===== src/rtl/deflect_port_alloc.sv =====
// deflect_port_alloc: single-cycle age-ordered deflection port allocator for a 4-slot router with local injection.
`ifndef NUM_PORT
`define NUM_PORT 5
`endif
module deflect_port_alloc #(
  parameter int AGE_W = 8,
  parameter int CNT_W = 16
) (
  input  logic                     clk,
  input  logic                     rst_n,
  input  logic [3:0]               in_valid,
  input  logic [4*`NUM_PORT-1:0]   in_ppv,
  input  logic [4*AGE_W-1:0]       in_age,
  input  logic                     inj_valid,
  input  logic [`NUM_PORT-1:0]     inj_ppv,
  output logic [4:0]               out_valid,
  output logic [5*`NUM_PORT-1:0]   out_grant,
  output logic [4:0]               out_defl,
  output logic                     inj_accept,
  output logic [CNT_W-1:0]         defl_cnt
);
  localparam int NP = `NUM_PORT;
  logic [1:0] rr_ptr;
  logic [AGE_W+1:0] key [4];
  logic [1:0] rank [4];
  logic [NP-1:0] free, pref, net;
  logic [4:0][NP-1:0] g;
  logic [4:0] n_defl;
  logic n_acc;
  logic [CNT_W:0] sum;
  function automatic logic [NP-1:0] low1(input logic [NP-1:0] x);
    return x & (-x);
  endfunction
  // Low key bits rank equal ages by round-robin distance, making every key unique.
  always_comb begin
    for (int i = 0; i < 4; i++) begin
      key[i] = {in_age[i*AGE_W +: AGE_W], ~(2'(i) - rr_ptr)};
      rank[i] = '0;
    end
    for (int i = 0; i < 4; i++)
      for (int j = 0; j < 4; j++)
        if (j != i && in_valid[j] && key[j] > key[i]) rank[i] = rank[i] + 2'd1;
  end
  always_comb begin
    free = '1;
    pref = '0;
    g = '0;
    n_defl = '0;
    for (int r = 0; r < 4; r++)
      for (int i = 0; i < 4; i++)
        if (in_valid[i] && rank[i] == 2'(r)) begin
          pref = in_ppv[i*NP +: NP] & free;
          g[i] = |pref ? low1(pref) : low1({1'b0, free[3:0]});
          n_defl[i] = ~|pref;
          free = free & ~g[i];
        end
    net = {1'b0, free[3:0]};
    pref = {1'b0, inj_ppv[3:0]} & net;
    n_acc = inj_valid && |net;
    g[4] = n_acc ? (|pref ? low1(pref) : low1(net)) : '0;
    n_defl[4] = n_acc && ~|pref;
    sum = {1'b0, defl_cnt} + (CNT_W+1)'($countones(n_defl));
  end
  always_ff @(posedge clk or negedge rst_n) begin
    if (!rst_n) begin
      out_valid <= '0;
      out_grant <= '0;
      out_defl <= '0;
      inj_accept <= 1'b0;
      defl_cnt <= '0;
      rr_ptr <= '0;
    end else begin
      out_valid <= {n_acc, in_valid};
      out_grant <= g;
      out_defl <= n_defl;
      inj_accept <= n_acc;
      defl_cnt <= sum[CNT_W] ? '1 : sum[CNT_W-1:0];
      rr_ptr <= rr_ptr + 2'(|in_valid);
    end
  end
endmodule


===== config.mk =====
export PLATFORM = sky130hd
export DESIGN_NAME = deflect_port_alloc
export DESIGN_NICKNAME = d
export VERILOG_FILES = /design/src/rtl/deflect_port_alloc.sv
export SDC_FILE = /design/constraint.sdc
export NUM_CORES = 1
export LEC_CHECK = 0
export BUFFER_PORTS_ARGS = -buffer_cell sky130_fd_sc_hd__buf_2
export CORE_UTILIZATION = 25
export DETAILED_ROUTE_END_ITERATION = 8
export GPL_ROUTABILITY_DRIVEN = 1
export PLACE_DENSITY = 0.37
export SYNTH_ARGS = -nofsm -noshare
export SYNTH_HDL_FRONTEND = slang
export SYNTH_SLANG_ARGS = --single-unit

===== constraint.sdc =====
create_clock -name clk -period 19.8 [get_ports clk]
set_input_delay 3.96 -clock clk [delete_from_list [all_inputs] [get_ports clk]]
set_output_delay 3.96 -clock clk [all_outputs]
set_load 0.01 [all_outputs]

==> results of run 1 <==
## kinds of logic after synthesis
kind of cell | share of synthesized area [%]
adder cells (fa/ha/maj) | 10.3
other | 0.0430
XOR/XNOR | 1.00
AO/OA/AOI/OAI | 38.9
multiplexers | 1.59
buffers and inverters | 5.96
flip-flops | 14.9
AND/OR/NAND/NOR | 27.4
## cell usage in the layout, fill, tap and decap left out, types with 22 or more instances in the layout
master and instances:
sky130_fd_sc_hd__a21oi_1 63, sky130_fd_sc_hd__buf_4 369, sky130_fd_sc_hd__nor3_1 27, sky130_fd_sc_hd__a31oi_1 39
sky130_fd_sc_hd__o21ai_0 57, sky130_fd_sc_hd__nand4_1 23, sky130_fd_sc_hd__dfrtp_1 52, sky130_fd_sc_hd__ha_1 66
sky130_fd_sc_hd__buf_2 113, sky130_fd_sc_hd__and2_1 22, sky130_fd_sc_hd__nand2_1 112, sky130_fd_sc_hd__nor2_1 77
sky130_fd_sc_hd__nand3_1 47, sky130_fd_sc_hd__inv_1 85
## registers in the layout (all words and copies together), names as in the netlist
register / count
out_grant: 24
out_valid: 4
rr_ptr: 2
out_defl: 5
inj_accept: 1
defl_cnt: 16
## layout make-up
cell class | instances | area, um2
Tap cell | 455 | 569
Clock buffer | 6 | 129
Clock inverter | 2 | 38.8
Sequential cell | 52 | 1300
Fill cell | 3739 | 21100
Timing Repair Buffer | 486 | 3420
Inverter | 86 | 323
Multi-Input combinational cell | 1001 | 7530
## worst max-delay path: cells and delay by family
family / cells / cell delay, ns
buffers and inverters: 14 / 1.96
AND/OR/NAND/NOR: 29 / 6.29
adder cells (fa/ha/maj): 5 / 1.67
AO/OA/AOI/OAI: 25 / 5.34
## worst max path at each step
stage | from | end | depth (start not counted)
3_5_place_dp | in_age[8] | defl_cnt[13]$_DFF_PN0_ | 73
6_report | in_age[8] | defl_cnt[13]$_DFF_PN0_ | 73
2_1_floorplan | in_age[8] | defl_cnt[13]$_DFF_PN0_ | 68
3_3_place_gp | in_age[8] | defl_cnt[0]$_DFF_PN0_ | 70
4_1_cts | in_age[8] | defl_cnt[13]$_DFF_PN0_ | 70
5_1_grt | in_age[8] | defl_cnt[13]$_DFF_PN0_ | 81
## through the flow
stage          setup WS (ns)  utilization (%)  hold WS, ns  area [um2]
3_5_place_dp          -0.334             35.7        0.544       12300
3_3_place_gp          -0.372             35.7        0.543       12300
2_1_floorplan           1.38                -        0.500        8730
5_1_grt               -0.102             38.6        0.593       13300
6_report               0.759             38.6        0.557       13300
4_1_cts               0.0188             36.3        0.567       12500
## layer usage
metal | track usage (%) | up-vias
met2 | 37.7 | 354
li1 | - | 5483
met5 | 0 | -
met3 | 4.06 | 59
met4 | 8.28 | 0
met1 | 33.2 | 5478
## repair_timing
action,in CTS,in global routing
pin swaps,2,34
buffers inserted,2,22
gates resized for setup,2,119
hold buffers,0,0
endpoints found under the setup margin,12,16
## power breakdown
group	internal [uW]	switching, uW	leakage (uW)
sequential	121	10.0	0.000691
clock	60.4	44.5	0.0000815
combinational	284	343	0.00536
total	465	397	0.00613
==> results.md, run 1 <==
Routing:
- In the detailed route, the total length drawn on met3 is 2590 um.
- The routed layout has 11374 vias.
- The remaining antenna violation count after routing is 0.
- The detailed-route wire length per cell is 21.1 um.
- Summed over all nets, wire length on met2 after detailed routing comes to 19500 um.
- The detailed-route DRC error count is 0.
- The wire length on met1 is 20600 um.
- For this block, the routed nets add up to 44000 um of wire.
- Before antenna repair, the detailed router went through 5 iterations.
- For this block, the initial DRC count from the detailed router was 776.
- The post-detailed-route via-to-cell ratio is 5.45.
- After detailed routing, no signal wire sits above met4.

Critical path:
- The worst setup path is captured at a flop.
- Along the worst path, the maximum fanout reaches 6.
- The arrival time at the worst endpoint is 19.24 ns.
- The most common cell type on the critical path is sky130_fd_sc_hd__buf_4.
- The slowest stage of the critical path belongs to the cell sky130_fd_sc_hd__or4_4.
- The critical path in this run is classified as input port to flop.
- The required time at the endpoint of the critical path is 20.00 ns.
- The cell count of the worst reg-to-reg path is 72.
- The biggest cell delay along the critical path is 0.57 ns.
- The worst setup path is launched from an input port.
- The worst flop-to-flop path endpoint is defl_cnt[13]$_DFF_PN0_.
- In this run the critical register-to-register path is launched from rr_ptr[1]$_DFF_PN0_.
- The worst reg-to-reg setup slack is 4.18 ns.

Finish:
- The final-stage net count is 1765.
- 0 antenna diodes ended up in the layout.
- The non-filler instance count after layout is 2088.
- The layout-stage area growth over the synthesis result is 52.5%.
- The fraction of final layout cells with drive strength greater than 1 is 41.0%.

Logic synthesis:
- By area the synthesized netlist is led by sky130_fd_sc_hd__dfrtp_1 (15%), sky130_fd_sc_hd__ha_1 (9.5%), sky130_fd_sc_hd__nand2_1 (4.9%).
- The number of synthesized flops with an enable pin is 0.
- After synthesis, the share of flip-flops with an asynchronous set or reset is 100%.
- The synthesized netlist cell count is 1185.
- The number of nets in the synthesized netlist is 1318.
- In this run the mean area of a mapped cell was 7.37 um2.
- The flop and latch count out of synthesis is 52.
- The number of library cell types mapped by synthesis is 110.
- The most common cell in the netlist is sky130_fd_sc_hd__nand2_1.
- The yosys synthesis warning count is 0.
- Of the post-synthesis cell area, the dominant cell type holds 14.9%.
- The cell area that synthesis handed to floorplanning was 8730 um2.
- The commonest cells after synthesis are sky130_fd_sc_hd__nand2_1 (114), sky130_fd_sc_hd__inv_1 (85), sky130_fd_sc_hd__nor2_1 (81).
- The predominant post-synthesis flop cell is sky130_fd_sc_hd__dfrtp_1.
- Sequential cells were found to cover 14.9% of the synthesized design area.
- The leading area contributor after synthesis is sky130_fd_sc_hd__dfrtp_1.

Placement:
- The detailed placement HPWL is 36700 um.
- At the end of routability-driven placement, the weighted congestion stood at 0.941.
- The count of input and output buffers is 113.
- After detailed placement, the design holds a cell count of 2056.

Floorplan:
- The floorplan die area is 35700 um2.
- For this configuration, the core starts out at a cell density of 25.3%.
- The number of cell rows is 68.
- The number of top-level pins is 116.
- The core region is 34500 um2.
- The die height is 189 um.
- The die is 189 um wide.

Run status:
- The run finished with clean final reports.

STA:
- Headroom to the max-slew limit came out at 44.8%.
- Setup violations remaining at the end of the flow were counted as 0.
- The top achievable clock speed is 0.0525 GHz.
- The total count of max-transition violations in the final report is 0.
- The post-route clock skew is 0.00752 ns.
- At the pin with the least slew margin, the transition time is 0.826 ns.
- The period utilization is 96.2%.
- The number of failing hold endpoints at the final stage is 0.
- For the final routed database, the setup TNS stands at 0 ns.
- The time the final worst path needs with I/O delays and setup is 19.04 ns.

GRT:
- Summed over all layers, the global routing overflow is 0.
- The first-pass GRT wire length is 64800 um.
- The global routing usage summed across all routing layers is 24.1%.
- Entering global routing, the biggest net connects 53 pins.
- The initial antenna violation count was 0.
- The number of global-route vias before repair came to 10698.

Clock network:
- The clock tree from TritonCTS is done.
- For the worst-skew pair, the clock arrives at the later sink with an insertion delay of 0.31 ns.
- The clock transition at the register clock pins on the worst setup and hold paths after CTS is 0.08 ns.
- The longest clock path from root to sink contains 2 buffers.
- The buffer type at the clock tree root is sky130_fd_sc_hd__clkbuf_16.
- The number of sinks on the clock net is 52.
- The depth of the CTS H-tree is 2.
- The number of buffers inserted during clock tree synthesis is 5.

Power:
- The leakage power summed over all cells is 0.00613 uW.
- The total power is 862 uW.
- The cell area power density is 64.8 nW/um2.
- The worst voltage drop across the vdd grid is 0.0333 mV.

Job:
- The number of max-capacitance violations reported is 0.

Worst hold path:
- The class of the most critical hold timing path is flop to flop.
- The number of stages on the worst hold path is 2.
- In this run the most critical hold path is launched from defl_cnt[6]$_DFF_PN0_.
- The path with the worst hold slack has its endpoint at defl_cnt[6]$_DFF_PN0_.
No activity file was read; power rests on OpenSTA's default activity.
==> run 2: changes to the inputs <==
--- a/config.mk
+++ b/config.mk
@@ -6,10 +6,10 @@
 export NUM_CORES = 1
 export LEC_CHECK = 0
 export BUFFER_PORTS_ARGS = -buffer_cell sky130_fd_sc_hd__buf_2
-export CORE_UTILIZATION = 25
+export CORE_UTILIZATION = 45
 export DETAILED_ROUTE_END_ITERATION = 8
 export GPL_ROUTABILITY_DRIVEN = 1
-export PLACE_DENSITY = 0.37
+export PLACE_DENSITY = 0.61
 export SYNTH_ARGS = -nofsm -noshare
 export SYNTH_HDL_FRONTEND = slang
 export SYNTH_SLANG_ARGS = --single-unit
==> run 2 against run 1 <==
Compared with the run above:
- clock skew is essentially flat
- combinational power shrank 7.3%
- first-iteration DRC count grew 37%
- register-to-register slack lost 0.02 ns
- sequential share of layout area rose by 0.70 points
- setup slack worse by 0.060 ns
- total power down 7.5%
- count of clock-buffer cells in the layout fell by 1
- die area fell by 44%
- global-route usage up 13 points
- clock power fell by 17%
==> results.md, run 2 (synthesis results as in run 1) <==
Run status:
- The flow ran to the end, and the final reports show no timing, DRC or antenna violations.

STA:
- The worst slew slack as a fraction of its limit is 44.1% (-0.67 points).
- The top achievable clock speed is 0.0524 GHz (-0.31%).
- The number of failing hold endpoints at the final stage came to 0 (unchanged).
- The minimum setup slack in the final design came to 0.699 ns (-0.0599 ns).
- The setup TNS came to 0 ns (unchanged).
- The transition time at the pin with the least slew margin is 0.838 ns (+0.0127 ns).
- The total count of max-transition violations in the final report is 0 (unchanged).
- The final number of setup-violating endpoints is 0 (unchanged).
- The period utilization is 96.5% (+0.30 points).
- The time the final worst path needs with I/O delays and setup is 19.10 ns (+0.0599 ns).
- The post-route clock skew came to 0.00777 ns (+0.000242 ns).

Critical path:
- The critical path is of the input port to flop type.
- The required time at the endpoint of the critical path came to 19.98 ns (-0.02 ns).
- The category of the worst setup path capture point is a flop.
- The kind of cell adding the most delay to the critical path is compound AO/OA/AOI/OAI gates.
- STA classifies the critical path startpoint as an input port.
- The largest fanout on the critical path came to 7 (+1).
- Among the stages of the critical path, the cell type that occurs most often is sky130_fd_sc_hd__buf_4.
- The biggest cell delay along the critical path was 0.52 ns (-0.05 ns).
- The arrival time at the worst endpoint is 19.28 ns (+0.04 ns).
- The total buffers and inverters traversed by the critical path is 12 (-2).
- The slowest stage of the critical path belongs to the cell sky130_fd_sc_hd__fa_1.
- The origin of the critical flop-to-flop path is rr_ptr[1]$_DFF_PN0_.
- The critical path starts at in_age[8].

Routing:
- The detailed-route wire length per cell is 20.7 um (-1.8%).
- The final routed wirelength across all metal layers is 38100 um (-14%).
- The remaining antenna violation count after routing came to 0 (unchanged).
- The post-detailed-route via-to-cell ratio came to 6.23 (+14%).
- The first-pass iteration count of the detailed router is 5 (unchanged).
- The number of design-rule violations left by the first detailed-router iteration is 1061 (+37%).
- The detailed-route DRC error count came to 0 (unchanged).
- The total via count in the routed design came to 11438 (+0.56%).

Power:
- The leakage power summed over all cells is 0.00581 uW (-5.2%).
- The worst voltage drop across the vdd grid is 0.0418 mV (+25%).
- The cell area power density is 64.2 nW/um2 (-0.82%).

Clock network:
- The insertion delay of the later-clocked pin in the worst-skew pair is 0.30 ns (about the same).
- The number of sinks on the clock net is 52 (unchanged).
- In this run the clock root is driven by a sky130_fd_sc_hd__clkbuf_16.
- The number of buffers on the longest clock path is 2 (unchanged).
- The clock transition at the register clock pins on the worst setup and hold paths after CTS is 0.07 ns (about the same).
- The number of buffers inserted during clock tree synthesis is 5 (unchanged).
- The depth of the CTS H-tree came to 2 (unchanged).
- The clock tree from TritonCTS is done.
- The number of hold buffers added after cts came to 0 (unchanged).

Placement:
- The worst setup slack after placement is -0.156 ns (+0.178 ns).
- The routability-driven placement congestion ratio is 1.01 (+7.3%).
- The detailed placement HPWL is 31100 um (-15%).
- The count of input and output buffers was 113 (unchanged).

Finish:
- The layout-stage area growth over the synthesis result is 42.3%.
- In the final layout, the registers with the most flip-flops are out_grant (24), defl_cnt (16), out_defl (5).
- Leaving out fill and tap cells, the most frequent cells in the layout are sky130_fd_sc_hd__buf_4 (316), sky130_fd_sc_hd__buf_2 (113), sky130_fd_sc_hd__nand2_1 (112), sky130_fd_sc_hd__inv_1 (85), sky130_fd_sc_hd__nor2_1 (80).
- The number of filler instances in the final layout is 1717 (-54%).
- The number of flip-flops in the largest register is 24 (unchanged).
- The number of antenna diodes was 0 (unchanged).
- The final-stage net count is 1709 (-3.2%).
- The register with the most flip-flops is out_grant.
- The fraction of final layout cells with drive strength greater than 1 is 36.8% (-4.2 points).
- The most common cell after layout, fill and taps aside is sky130_fd_sc_hd__buf_4.

Floorplan:
- The number of cell rows came to 50 (-26%).
- The effective utilization at floorplan is 46.4% (+21 points).
- The horizontal die dimension came to 141 um (-25%).
- The placeable core area is 18800 um2 (-45%).
- The floorplan die area was 20000 um2 (-44%).
- The die height is 141 um (-25%).
- The number of top-level pins is 116 (unchanged).

GRT:
- The number of global-route vias before repair is 10501 (-1.8%).
- The global-route track usage on met2 came to 58.8% (+21 points).
- The first-pass GRT wire length was 57500 um (-11%).
- The global routing met3 resource utilization is 5.77% (+1.7 points).
- The overflow left after global routing is 0 (unchanged).
- The met1 usage is 51.7% (+19 points).
- The pin count of the biggest net entering global routing is 53 (unchanged).
- The initial antenna violation count is 0 (unchanged).
- The global routing usage summed across all routing layers came to 37.4% (+13 points).
- The routing layer with the top usage in global route is met2.

Job:
- The number of max-capacitance violations reported is 0 (unchanged).

Worst hold path:
- The class of the most critical hold timing path is flop to flop.
- The start point of the worst hold path is rr_ptr[1]$_DFF_PN0_.
## run 2: cell count changes in the layout (fill, tap and decap cells not counted), sizes merged
cell and change:
bufinv -1, clkbuf -1, clkinv +1, clkinvlp +1, buf -56
## run 2: final timing paths
path                                      endpoint  slack (ns)  cells after the start
max in group asynchronous  out_grant[15]$_DFF_PN0_       15.60                      2
min reg2reg                    rr_ptr[1]$_DFF_PN0_        0.55                      1
max reg2reg                 defl_cnt[15]$_DFF_PN0_        4.16                     69
min in group asynchronous    defl_cnt[5]$_DFF_PN0_        3.78                      2
min                            rr_ptr[1]$_DFF_PN0_        0.55                      1
max                         defl_cnt[15]$_DFF_PN0_        0.70                     70
## run 2: final cells by class
| cell class | count | area, um2 | area share (%) |
|---|---|---|---|
| multi-input combinational | 1001 | 7360 | 59.3 |
| timing repair buffer | 430 | 2960 | 23.8 |
| sequential | 52 | 1300 | 10.5 |
| tap | 260 | 325 | 2.62 |
| inverter | 86 | 323 | 2.60 |
| clock buffer | 5 | 125 | 1.01 |
| clock inverter | 3 | 21.3 | 0.171 |
## run 2: repair_timing
item,CTS,global route
resized for setup,0,83
endpoints found under the hold margin,0,0
buffers inserted,0,9
endpoints found under the setup margin,0,16
## run 2: metrics by stage
| step | hold WS (ns) | cells | power, uW | cell area (um2) | utilization, % |
|---|---|---|---|---|---|
| after detailed placement | 0.540 | 1820 | 663 | 11700 | 62.3 |
| after global routing | 0.571 | 1837 | 847 | 12400 | 65.9 |
| after global placement | 0.523 | 1820 | 656 | 11700 | 62.3 |
| after floorplan | 0.500 | 1185 | 408 | 8730 | - |
| after CTS | 0.555 | 1828 | 752 | 11900 | 63.1 |
| final | 0.549 | 1837 | 798 | 12400 | 65.9 |
## run 2: worst register-to-register path, delay by kind of cell (launching register included)
kind | cells | cell delay [ns]
AND/OR/NAND/NOR | 25 | 5.06
adder cells (fa/ha/maj) | 5 | 1.60
flip-flops | 1 | 0.43
buffers and inverters | 11 | 1.54
AO/OA/AOI/OAI | 27 | 6.62
multiplexers | 1 | 0.26
## run 2: metal layers
layer | up-vias | part of all wire, %
li1 | 5386 | -
met1 | 5335 | 43
met2 | 632 | 44
met3 | 85 | 9.7
met4 | 0 | 3.7
met5 | - | 0
## run 2: report_power, final
group	leakage [uW]	switching, uW	internal, uW
Sequential	0.000691	9.49	121
Combinational	0.00505	324	256
Clock	0.0000702	40.3	47.1
==> run 3: changes to the inputs <==
--- a/config.mk
+++ b/config.mk
@@ -6,6 +6,7 @@
 export NUM_CORES = 1
 export LEC_CHECK = 0
 export BUFFER_PORTS_ARGS = -buffer_cell sky130_fd_sc_hd__buf_2
+export CORE_MARGIN = 5
 export CORE_UTILIZATION = 45
 export DETAILED_ROUTE_END_ITERATION = 8
 export GPL_ROUTABILITY_DRIVEN = 1
==> constraint.sdc (replaced) <==
create_clock -name clk -period 19.8 [get_ports clk]
set_input_delay 3.96 -clock clk [delete_from_list [all_inputs] [get_ports clk]]
set_output_delay 3.96 -clock clk [all_outputs]
set_load 0.1 [all_outputs]
==> run 3 against run 2 <==
Compared with the run above:
- final cell count up 0.54%
- fmax fell by 0.30%
- global-route usage down 5.2 points
- first-iteration DRC count increased by 32%
- setup slack worse by 0.057 ns
- largest power group unchanged
==> results.md, run 3 (synthesis results as in run 1) <==
Run status:
- The run finished with clean final reports.

Worst hold path:
- The min-delay analysis places its worst path in the category flop to flop.
- For hold timing, the worst endpoint is defl_cnt[6]$_DFF_PN0_.
- The start point of the worst hold path is defl_cnt[6]$_DFF_PN0_.
- The number of stages on the worst hold path is 2 (+1).

Finish:
- The number of filler instances in the final layout came to 1789 (+4.2%).
- In the layout the commonest cells are sky130_fd_sc_hd__buf_4 (319), sky130_fd_sc_hd__buf_2 (114), sky130_fd_sc_hd__nand2_1 (111), sky130_fd_sc_hd__inv_1 (85), sky130_fd_sc_hd__nor2_1 (77).
- In the final layout, the registers with the most flip-flops are out_grant (24), defl_cnt (16), out_defl (5).
- The library cell used most frequently in the layout, excluding fill and tap cells, is sky130_fd_sc_hd__buf_4.
- The register with the most flip-flops is out_grant.
- The number of flip-flops in the largest register was 24 (unchanged).
- The fraction of final layout cells with drive strength greater than 1 is 37.7% (+0.96 points).
- The number of antenna diodes is 0 (unchanged).
- From synthesis to final layout, the design area changed by 43.2%.
- The final-stage net count was 1714 (+0.29%).
- The post-route cell area is 12500 um2 (+0.65%).

Floorplan:
- The placeable core area came to 19300 um2 (+2.3%).
- The horizontal die dimension came to 149 um (+5.7%).
- The floorplan die area is 22300 um2 (+12%).
- The number of cell rows is 51 (+2.0%).
- The effective utilization at floorplan came to 45.3% (-1.1 points).
- The die height is 149 um (+5.7%).
- The number of top-level pins was 116 (unchanged).

Critical path:
- The critical-path cell with the highest stage delay is sky130_fd_sc_hd__fa_1.
- The worst setup path is of the input port to flop kind.
- The worst register-to-register path ends at defl_cnt[15]$_DFF_PN0_.
- The category of the worst setup path capture point is a flop.
- The origin of the critical flop-to-flop path is rr_ptr[1]$_DFF_PN0_.
- The required time at the endpoint of the critical path was 19.98 ns (about the same).
- The category of the worst setup path launch point is an input port.
- Among the stages of the critical path, the cell type that occurs most often is sky130_fd_sc_hd__buf_4.
- The biggest cell delay along the critical path is 0.52 ns (about the same).
- The worst reg-to-reg setup slack is 4.10 ns (-0.06 ns).
- The largest fanout on the critical path is 8 (+1).
- The cell count of the worst reg-to-reg path is 78 (+13%).
- The arrival time at the worst endpoint was 19.34 ns (+0.06 ns).

Routing:
- The number of design-rule violations left by the first detailed-router iteration is 1401 (+32%).
- The final routed wirelength across all metal layers came to 38400 um (+0.93%).
- The total via count in the routed design is 11660 (+1.9%).
- The first-pass iteration count of the detailed router is 6 (+1).
- The remaining antenna violation count after routing is 0 (unchanged).
- The detailed-route wire length per cell is 20.8 um (+0.39%).
- The post-detailed-route via-to-cell ratio is 6.31 (+1.4%).
- The detailed-route DRC error count is 0 (unchanged).

GRT:
- The number of global-route vias before repair is 10563 (+0.59%).
- The first-pass GRT wire length was 56800 um (-1.2%).
- The global routing usage summed across all routing layers is 32.2% (-5.2 points).
- The initial antenna violation count is 0 (unchanged).
- The pin count of the biggest net entering global routing is 53 (unchanged).
- The overflow left after global routing is 0 (unchanged).

Placement:
- The routability-driven placement congestion ratio is 1.01 (+0.42%).
- The count of input and output buffers came to 113 (unchanged).
- The detailed placement HPWL came to 30700 um (-1.4%).
- The instance area after placement is 11700 um2 (-0.29%).
- The worst setup slack after placement is -0.133 ns (+0.0225 ns).

STA:
- The period utilization came to 96.8% (+0.29 points).
- The transition time at the pin with the least slew margin is 0.719 ns (-0.119 ns).
- The post-route clock skew was 0.00954 ns (+0.00177 ns).
- The total count of max-transition violations in the final report was 0 (unchanged).
- The top achievable clock speed is 0.0522 GHz (-0.30%).
- The final number of setup-violating endpoints is 0 (unchanged).
- The time the final worst path needs with I/O delays and setup is 19.16 ns (+0.0574 ns).
- The number of failing hold endpoints at the final stage is 0 (unchanged).
- The worst slew slack as a fraction of its limit is 51.7% (+7.6 points).
- The final hold slack is 0.544 ns (-0.00577 ns).
- The minimum setup slack in the final design is 0.642 ns (-0.0574 ns).

Power:
- The leakage power summed over all cells is 0.00586 uW (+0.86%).
- The total power was 905 uW (+13%).
- The cell area power density is 72.4 nW/um2 (+13%).
- The worst voltage drop across the vdd grid came to 0.0387 mV (-7.5%).

Clock network:
- The depth of the CTS H-tree is 2 (unchanged).
- The number of buffers inserted during clock tree synthesis came to 5 (unchanged).
- The number of buffers on the longest clock path came to 2 (unchanged).
- The number of hold buffers added after cts is 0 (unchanged).
- The buffer type at the clock tree root is sky130_fd_sc_hd__clkbuf_16.
- The number of sinks on the clock net is 52 (unchanged).
- The insertion delay of the later-clocked pin in the worst-skew pair is 0.30 ns (about the same).
- TritonCTS built the clock tree.
- The clock transition at the register clock pins on the worst setup and hold paths after CTS is 0.07 ns (about the same).

Job:
- The number of max-capacitance violations reported came to 0 (unchanged).
run 3: worst max path at each step:
stage,startpoint,slack (ns),end,cells after the start
3_5_place_dp,in_age[0],-0.13,defl_cnt[13]$_DFF_PN0_,69
5_1_grt,in_age[8],-0.17,defl_cnt[8]$_DFF_PN0_,81
2_1_floorplan,in_age[8],1.35,defl_cnt[13]$_DFF_PN0_,68
4_1_cts,in_age[0],0.11,defl_cnt[15]$_DFF_PN0_,68
3_3_place_gp,in_age[0],-0.05,defl_cnt[8]$_DFF_PN0_,68
6_report,in_age[0],0.64,defl_cnt[15]$_DFF_PN0_,78
run 3: layer usage:
metal	vias up	share of wire, %	global-route usage, %
met3	142	11	6.35
met4	0	4.8	11.5
met2	697	43	49.9
li1	5394	-	-
met5	-	0	0
met1	5427	42	44.7
run 3: report_power, final:
part	total, uW	internal [uW]	switching (uW)	leakage (uW)
clock network	100	60.2	40.1	0.0000815
logic	674	259	416	0.00509
registers	130	121	9.61	0.000691
total	905	440	465	0.00586
run 3: area by class of cell:
class / count / area, um2 / area share, %
multi-input cells: 1001 / 7370 / 59.0
flip-flops and latches: 52 / 1300 / 10.4
well taps: 265 / 332 / 2.65
clock buffers: 6 / 129 / 1.03
repair buffers: 435 / 3010 / 24.0
inverters: 86 / 323 / 2.58
clock inverters: 2 / 38.8 / 0.310
run 3: timing repair:
item                       4_1_cts  5_1_grt
setup endpoints to repair        0       16
gates resized for setup          0       92
buffers inserted                 0       20
run 3: worst max-delay path, delay by kind of cell:
family	cells	cell delay, ns
muxes	1	0.25
adders and majority gates	5	1.77
buffers and inverters	21	3.30
AOI/OAI and AO/OA	27	6.89
and+or+nand+nor	24	3.12
run 3: through the flow:
stage	cells	utilization, %	TNS, ns
5_1_grt	1847	64.9	-1.90
3_3_place_gp	1818	60.7	-0.304
4_1_cts	1826	61.6	0
2_1_floorplan	1185	-	0
3_5_place_dp	1818	60.7	-1.48
6_report	1847	64.9	0
